==> src/rtl/uart_tx_param.sv <==
// Parametrised UART transmitter: start bit, 5..9 data bits LSB first, optional parity, 1 or 2 stop bits.
// Latency: the start bit appears on tx one cycle after the tx_valid/tx_ready handshake.
// Backpressure: a one-word holding register; tx_ready stays low while it is full, so a further word waits.
module uart_tx_param #(
  parameter int CLK_DIV   = 868,
  parameter int DATA_BITS = 8,
  parameter int PARITY    = 0,
  parameter int STOP_BITS = 1
) (
  input  logic                 clk,
  input  logic                 rst,
  input  logic                 tx_valid,
  input  logic [DATA_BITS-1:0] tx_data,
  output logic                 tx_ready,
  output logic                 tx,
  output logic                 tx_busy
);

  localparam int BW = $clog2(CLK_DIV);
  localparam int CW = 4;
  localparam logic [BW-1:0] BAUD_LAST = BW'(CLK_DIV - 1);
  localparam logic [CW-1:0] LAST_DATA = CW'(DATA_BITS - 1);
  localparam logic [CW-1:0] LAST_STOP = CW'(STOP_BITS - 1);

  typedef enum logic [2:0] {
    S_IDLE,
    S_START,
    S_DATA,
    S_PAR,
    S_STOP
  } state_t;

  state_t                 state, state_n;
  logic [BW-1:0]          baud, baud_n;
  logic [CW-1:0]          bit_cnt, bit_n;
  logic [DATA_BITS-1:0]   shift, shift_n;
  logic                   par_bit, par_n;
  logic [DATA_BITS-1:0]   hold;
  logic                   hold_full;
  logic                   take;
  logic                   tx_n;
  logic                   bit_end;

  // Parity over the data bits: even = plain XOR, odd = inverted XOR.
  function automatic logic calc_par(input logic [DATA_BITS-1:0] w);
    return (PARITY == 1) ? ~(^w) : (^w);
  endfunction

  assign bit_end  = (baud == BAUD_LAST);
  assign tx_ready = ~hold_full;
  assign tx_busy  = (state != S_IDLE);

  // Holding register: filled on handshake, drained when the FSM starts a frame.
  always_ff @(posedge clk or negedge rst) begin
    if (!rst) begin
      hold      <= '0;
      hold_full <= 1'b0;
    end else if (take) begin
      hold_full <= 1'b0;
    end else if (tx_valid && tx_ready) begin
      hold      <= tx_data;
      hold_full <= 1'b1;
    end
  end

  // Frame state, baud/bit counters, shifter and the registered serial line.
  always_ff @(posedge clk or negedge rst) begin
    if (!rst) begin
      state   <= S_IDLE;
      baud    <= '0;
      bit_cnt <= '0;
      shift   <= '0;
      par_bit <= 1'b0;
      tx      <= 1'b1;
    end else begin
      state   <= state_n;
      baud    <= baud_n;
      bit_cnt <= bit_n;
      shift   <= shift_n;
      par_bit <= par_n;
      tx      <= tx_n;
    end
  end

  // Next-state logic; tx is derived from the next state so the line is registered with no extra cycle.
  always_comb begin
    state_n = state;
    baud_n  = (state == S_IDLE || bit_end) ? '0 : baud + 1'b1;
    bit_n   = bit_cnt;
    shift_n = shift;
    par_n   = par_bit;
    take    = 1'b0;
    case (state)
      S_IDLE: begin
        if (hold_full) begin
          take    = 1'b1;
          state_n = S_START;
          baud_n  = '0;
          bit_n   = '0;
          shift_n = hold;
          par_n   = calc_par(hold);
        end
      end
      S_START: begin
        if (bit_end) begin
          state_n = S_DATA;
          bit_n   = '0;
        end
      end
      S_DATA: begin
        if (bit_end) begin
          shift_n = shift >> 1;
          if (bit_cnt == LAST_DATA) begin
            state_n = (PARITY != 0) ? S_PAR : S_STOP;
            bit_n   = '0;
          end else begin
            bit_n = bit_cnt + 1'b1;
          end
        end
      end
      S_PAR: begin
        if (bit_end) begin
          state_n = S_STOP;
          bit_n   = '0;
        end
      end
      S_STOP: begin
        if (bit_end) begin
          if (bit_cnt == LAST_STOP) begin
            bit_n = '0;
            // A waiting word goes straight into its start bit, no idle cycle.
            if (hold_full) begin
              take    = 1'b1;
              state_n = S_START;
              baud_n  = '0;
              shift_n = hold;
              par_n   = calc_par(hold);
            end else begin
              state_n = S_IDLE;
            end
          end else begin
            bit_n = bit_cnt + 1'b1;
          end
        end
      end
      default: begin
        state_n = S_IDLE;
      end
    endcase

    case (state_n)
      S_START: tx_n = 1'b0;
      S_DATA:  tx_n = shift_n[0];
      S_PAR:   tx_n = par_n;
      default: tx_n = 1'b1;
    endcase
  end

endmodule

==> config.mk <==
export PLATFORM = sky130hd
export DESIGN_NAME = uart_tx_param
export DESIGN_NICKNAME = d
export VERILOG_FILES = /design/src/rtl/uart_tx_param.sv
export SDC_FILE = /design/constraint.sdc
export NUM_CORES = 1
export LEC_CHECK = 0
export CAP_MARGIN = 20
export CORE_ASPECT_RATIO = 0.8
export CORE_MARGIN = 3
export CORE_UTILIZATION = 50
export CTS_BUF_LIST = sky130_fd_sc_hd__clkbuf_8 sky130_fd_sc_hd__clkbuf_16
export DETAILED_ROUTE_END_ITERATION = 10
export PLACE_DENSITY_LB_ADDON = 0.05
export SYNTH_ARGS = -nofsm -noshare
export SYNTH_HDL_FRONTEND = slang
export SYNTH_SLANG_ARGS = --single-unit
==> constraint.sdc <==
create_clock -name clk -period 1.8 [get_ports clk]
set_input_delay 0.45 -clock clk [delete_from_list [all_inputs] [get_ports clk]]
set_output_delay 0.45 -clock clk [all_outputs]
set_load 0.01 [all_outputs]
# Yosys cells after proc, flatten, opt, wreduce, memory -nomap -nowiden
# Index checks and enable logic that the tools add are counted.
[totals]
mem_count = 0
ramBits = 0
ff_bits = 36
out_inout_bits = 3
latch_bits = 0
in_bits = 11
rom_bits = 0
[classes]
n_eq_ne = 14
shift = 0
n_div = 0
muxes = 37
addsub = 2
reduce_logical = 13
n_bitwise = 2
n_lt_le_gt_ge = 0
n_mul = 0
[ops]
columns = ["op", "n"]
rows = [
  ["$mux W10", 4],
  ["$mux W8", 4],
  ["$mux W4", 6],
  ["$pmux W8 S3", 1],
  ["$mux W3", 7],
  ["$pmux W10 S2", 1],
  ["$pmux W4 S4", 1],
  ["$pmux W3 S5", 1],
  ["$eq A3 B2 Y1 const B", 4],
  ["$add A10 B1 Y10 const B", 1],
  ["$eq A10 B10 Y1 const B", 1],
  ["$mux W1", 9],
  ["$ne A2 B2 Y1 const B", 4],
  ["$reduce_xor A8 Y1", 1],
  ["$eq A3 B1 Y1 const B", 2],
  ["$reduce_bool A3 Y1", 2],
  ["$reduce_and A5 Y1", 1],
  ["$add A4 B1 Y4 const B", 1],
  ["$eq A4 B3 Y1 const B", 1],
  ["$logic_not A4 Y1", 1],
  ["$pmux W1 S2", 2],
  ["$reduce_and A4 Y1", 1],
  ["$reduce_bool A4 Y1", 1],
  ["$eq A3 B3 Y1 const B", 1],
  ["other kinds (9)", 10],
]

# Logic depth before layout (Yosys ltp)
[depth]
word_depth = 7
depth_mapped = 8
mapped_depth_nobuf = 7

# Least setup slack after synthesis
# Ideal clock, no wire load.
[synth_path]
kind = "register -> register"
from = "register baud[0]"
to = "register bit_cnt[3]"
setup_slack_ps = -143
stages_incl_launch_ff = 7
arrival_time_ps = 1842
setup_ps = 101
path_buffers = 0
t_required_ps = 1699
path_cell_list = "dfrtp_1 > ha_1 > nor3b_4 > nand3_4 > o311a_4 > a221o_1 > o311ai_2"
[synth_between]
elab_chain_len = 3
elab_cells_between_ends = 5
classes_between = "eq/ne (4); reduce/logical (1)"
[synth_lines]
columns = ["element", "line_no", "text"]
rows = [
  ["start, declared", "34", "logic [BW-1:0] baud, baud_n;"],
  ["start signal, assigned", "77", "baud <= baud_n;"],
  ["$eq A10 B10 Y1 (*)", "49", "assign bit_end = (baud == BAUD_LAST);"],
  ["$ne A2 B2 Y1 (no source line) or $ne A2 B1 Y1 (tied branches)", "--", ""],
  ["$reduce_and A5 Y1 (no source line) (*)", "--", ""],
  ["end signal, assigned", "78", "bit_cnt <= bit_n;"],
  ["end, declared", "35", "logic [CW-1:0] bit_cnt, bit_n;"],
]
# Every way passes the cells marked *; elsewhere a longest branch is shown, timed or not.
# A chain may end at the register's enable or synchronous reset.

# Final worst setup path
[layout_path]
from = "register baud[1]"
to = "register bit_cnt[3]"
# Same word-level chain as after synthesis.

==> impl_metrics.py <==
metrics = {
    "yosys": {
        "synth_nets": 189,
        "yosysTopAreaCellShare_pct": 46.6,
        "ys_top_cells_by_area": "dfrtp_1 47%, mux2_2 4.8%, xnor2_1 4.7%",
        "synthArstFlopShare_pct": 100,
        "ys_seq_elements": 36,
        "synthFlopType": "dfrtp_1",
        "syn_inst": 175,
        "synth_edf_count": 0,
        "synth_area_um2": 1880,
        "yosysUniqueCellTypes": 45,
        "syn_area_per_cell_um2": 10.7,
        "synth_most_common_cell": "dfrtp_1",
        "synth_common_cells": "35 x dfrtp_1, 18 x nor2_1, 10 x nand2_1, 10 x xnor2_1, 8 x mux2_2",
        "yosys.area.top_type": "dfrtp_1",
        "synth-seq-area-share_pct": 48.0,
        "ys.warnings.count": 0,
    },
    "sta": {
        "slew_headroom_pct": 69.4,
        "setup_viol": 13,
        "rsz0062_at_grt": "true",
        "tns_ns": -0.936,
        "drv_slew": 0,
        "finClkSkew_ns": 0.00382,
        "worst_slew_pin_slew_ns": 0.460,
        "hold_ws_ns": 0.498,
        "max_freq_mhz": 496,
        "setup_ws_ns": -0.217,
        "period_share_pct": 112,
        "fin_crit_ns": 2.02,
        "hold_viol_final": 0,
    },
    "finish": {
        "drive_gt1_share_pct": 37.3,
        "post-route-util_pct": 74.5,
        "final_cells": 275,
        "diodes": 0,
        "syn_to_final_growth_pct": 39.3,
        "final_nets": 246,
        "fin_area_um2": 2620,
    },
    "floorplanning": {
        "die_h_um": 60.9,
        "coreArea_um2": 3520,
        "die_w_um": 74.6,
        "ios": 14,
        "rows": 19,
        "start_util_pct": 53.4,
        "die_area_um2": 4540,
    },
    "critical_path": {
        "crit_family": "compound AO/OA/AOI/OAI gates",
        "crit_type": "flip-flop to flip-flop",
        "critPathArrivalTime_ns": 2.20,
        "critical_path.max_stage_delay_ns": 0.40,
        "start_kind": "flip-flop",
        "cp-end-kind": "flip-flop",
        "critPathSlowestCell": "dfrtp_1",
        "timing.critical_path.required_ns": 1.99,
        "crit_fanout": 3,
        "timing.critical_path.buf_inv": 1,
        "path_cells": "ha_4 > nor3b_4 > buf_6 > nand3_4 > o311a_4 > a221o_1 > o311ai_2",
    },
    "route": {
        "vias_per_cell": 5.79,
        "drc": 0,
        "firstDrtPassIters": 4,
        "wl_per_cell_um": 17.4,
        "antenna_left": 0,
        "num_vias": 1593,
        "drt_iter0_markers": 58,
        "wirelength_um": 4780,
    },
    "flow_run": {
        "drv_cap": 0,
    },
    "clock_network": {
        "cts_max_path_buffers": 2,
        "clock_insertion_delay_worst_skew_ns": 0.29,
        "cts_root_buf": "clkbuf_8",
        "cts_hold_buf": 0,
        "cts_buffers": 5,
        "cts_tree": "done",
        "clk_pin_slew_ns": 0.07,
        "h-tree-depth": 2,
        "clkSinkCount": 36,
    },
    "grt": {
        "grt.total_usage_pct": 22.3,
        "grt_pass1_vias": 1587,
        "grt_pass1_wl_um": 7450,
        "gr-total-overflow": 0,
        "antenna_found_initial": 0,
        "grt_max_degree": 37,
    },
    "placed_design": {
        "dp_cells": 254,
        "hpwl_um": 3170,
        "placement.io_buffers": 13,
        "place.gp.congestion": 0.855,
        "placed_cell_area_um2": 2280,
    },
    "power": {
        "p_per_area_nw_per_um2": 1230,
        "p_seq_share_pct": 40.4,
        "power_switching_uw": 1020,
        "vdd.ir_drop.worst_uv": 839,
        "power_frac_comb_pct": 38.3,
        "clkPwrFrac_pct": 21.3,
        "p_int_uw": 2190,
        "p_sw_share_pct": 31.8,
        "p_leak_uw": 0.00119,
    },
    "run_status": {
        "outcome": "complete, but fails checks",
        "violations": "setup timing",
    },
    "worst_hold_path": {
        "min_path_type": "flip-flop to flip-flop",
    },
}
## repair_timing
action	CTS	global route
setup endpoints to repair	17	18
endpoints found under the hold margin	0	0
gates cloned	0	1
pin swaps	5	7
setup buffers	7	6
resized for setup	10	26
## cell families (layout without fill, tap and decap cells)
group	count (synthesis)	count (layout)	share of synthesized area (%)
DFF	36	36	48.0
AOI/OAI and AO/OA	40	40	16.3
muxes	9	9	5.32
buffers and inverters	12	70	2.79
and+or+nand+nor	60	60	18.6
xor gates and xnor gates	15	15	6.99
adders and majority gates	3	3	2.00
## routing by layer
layer	up-vias	global-route usage, %	wire, um
met2	49	35.2	2270
met5	-	0	0
met4	0	9.64	136
met3	15	4.97	194
met1	786	29.8	2180
li1	743	-	-
## placed cells by master (no fill, tap or decap), types with 2 or more instances in the layout
| cell | instances |
|---|---|
| nand3_1 | 5 |
| clkbuf_8 | 5 |
| a22o_1 | 6 |
| a211o_1 | 2 |
| mux2_2 | 8 |
| o211ai_1 | 2 |
| and4_2 | 2 |
| dfrtp_1 | 33 |
| and2_1 | 2 |
| nand2_1 | 10 |
| nor2_2 | 2 |
| or3b_2 | 2 |
| dfrtp_2 | 2 |
| xor2_1 | 5 |
| o21ai_0 | 2 |
| inv_1 | 6 |
| nand2b_1 | 3 |
| clkdlybuf4s50_1 | 11 |
| buf_4 | 38 |
| ha_1 | 2 |
| xnor2_1 | 10 |
| nor2_1 | 15 |
| nor2b_1 | 2 |
| nand4_1 | 4 |
| o21ai_1 | 3 |
| a21oi_1 | 4 |
| and3_2 | 2 |
| buf_6 | 5 |
| nor3b_1 | 4 |
| a21o_1 | 6 |
## power by group through the flow
stage / Sequential [uW] / Combinational [uW] / Clock, uW
after floorplan: 1260 / 692 / 0
after global routing: 1330 / 1320 / 732
after global placement: 1280 / 986 / 0
after detailed placement: 1300 / 1030 / 0
after CTS: 1290 / 1140 / 700
final: 1300 / 1230 / 686
## metrics by stage
stage / worst slack [ns] / power, uW
after floorplan: -0.138 / 1950
after global placement: -0.0930 / 2270
after CTS: -0.161 / 3130
after detailed placement: -0.216 / 2330
final: -0.217 / 3210
after global routing: -0.293 / 3380
## layout make-up
cell class / instances / area [um^2]
clock buffer: 5 / 68.8
clock inverter: 3 / 38.8
fill: 243 / 898
inverter: 5 / 18.8
multi-input combinational: 127 / 1050
sequential: 36 / 905
tap: 42 / 52.6
timing repair buffer: 57 / 489
## sequential cells by signal, summed over array words and instances, names as in the netlist
name,count
tx,1
shift,8
par_bit,1
state,3
baud,10
hold_full,1
hold,8
bit_cnt,4
## final timing paths
kind | startpoint | end | slack, ns | cells after the start
setup / recovery | baud[1] | bit_cnt[3] | -0.22 | 7
setup reg to reg | baud[1] | bit_cnt[3] | -0.22 | 7
hold reg to reg | shift[5] | shift[5] | 0.50 | 1
max in group asynchronous | rst | tx | 1.01 | 2
min in group asynchronous | rst | hold[3] | 0.53 | 2
hold / removal | shift[5] | shift[5] | 0.50 | 1
Note: power is estimated with default switching activity, not from simulation.
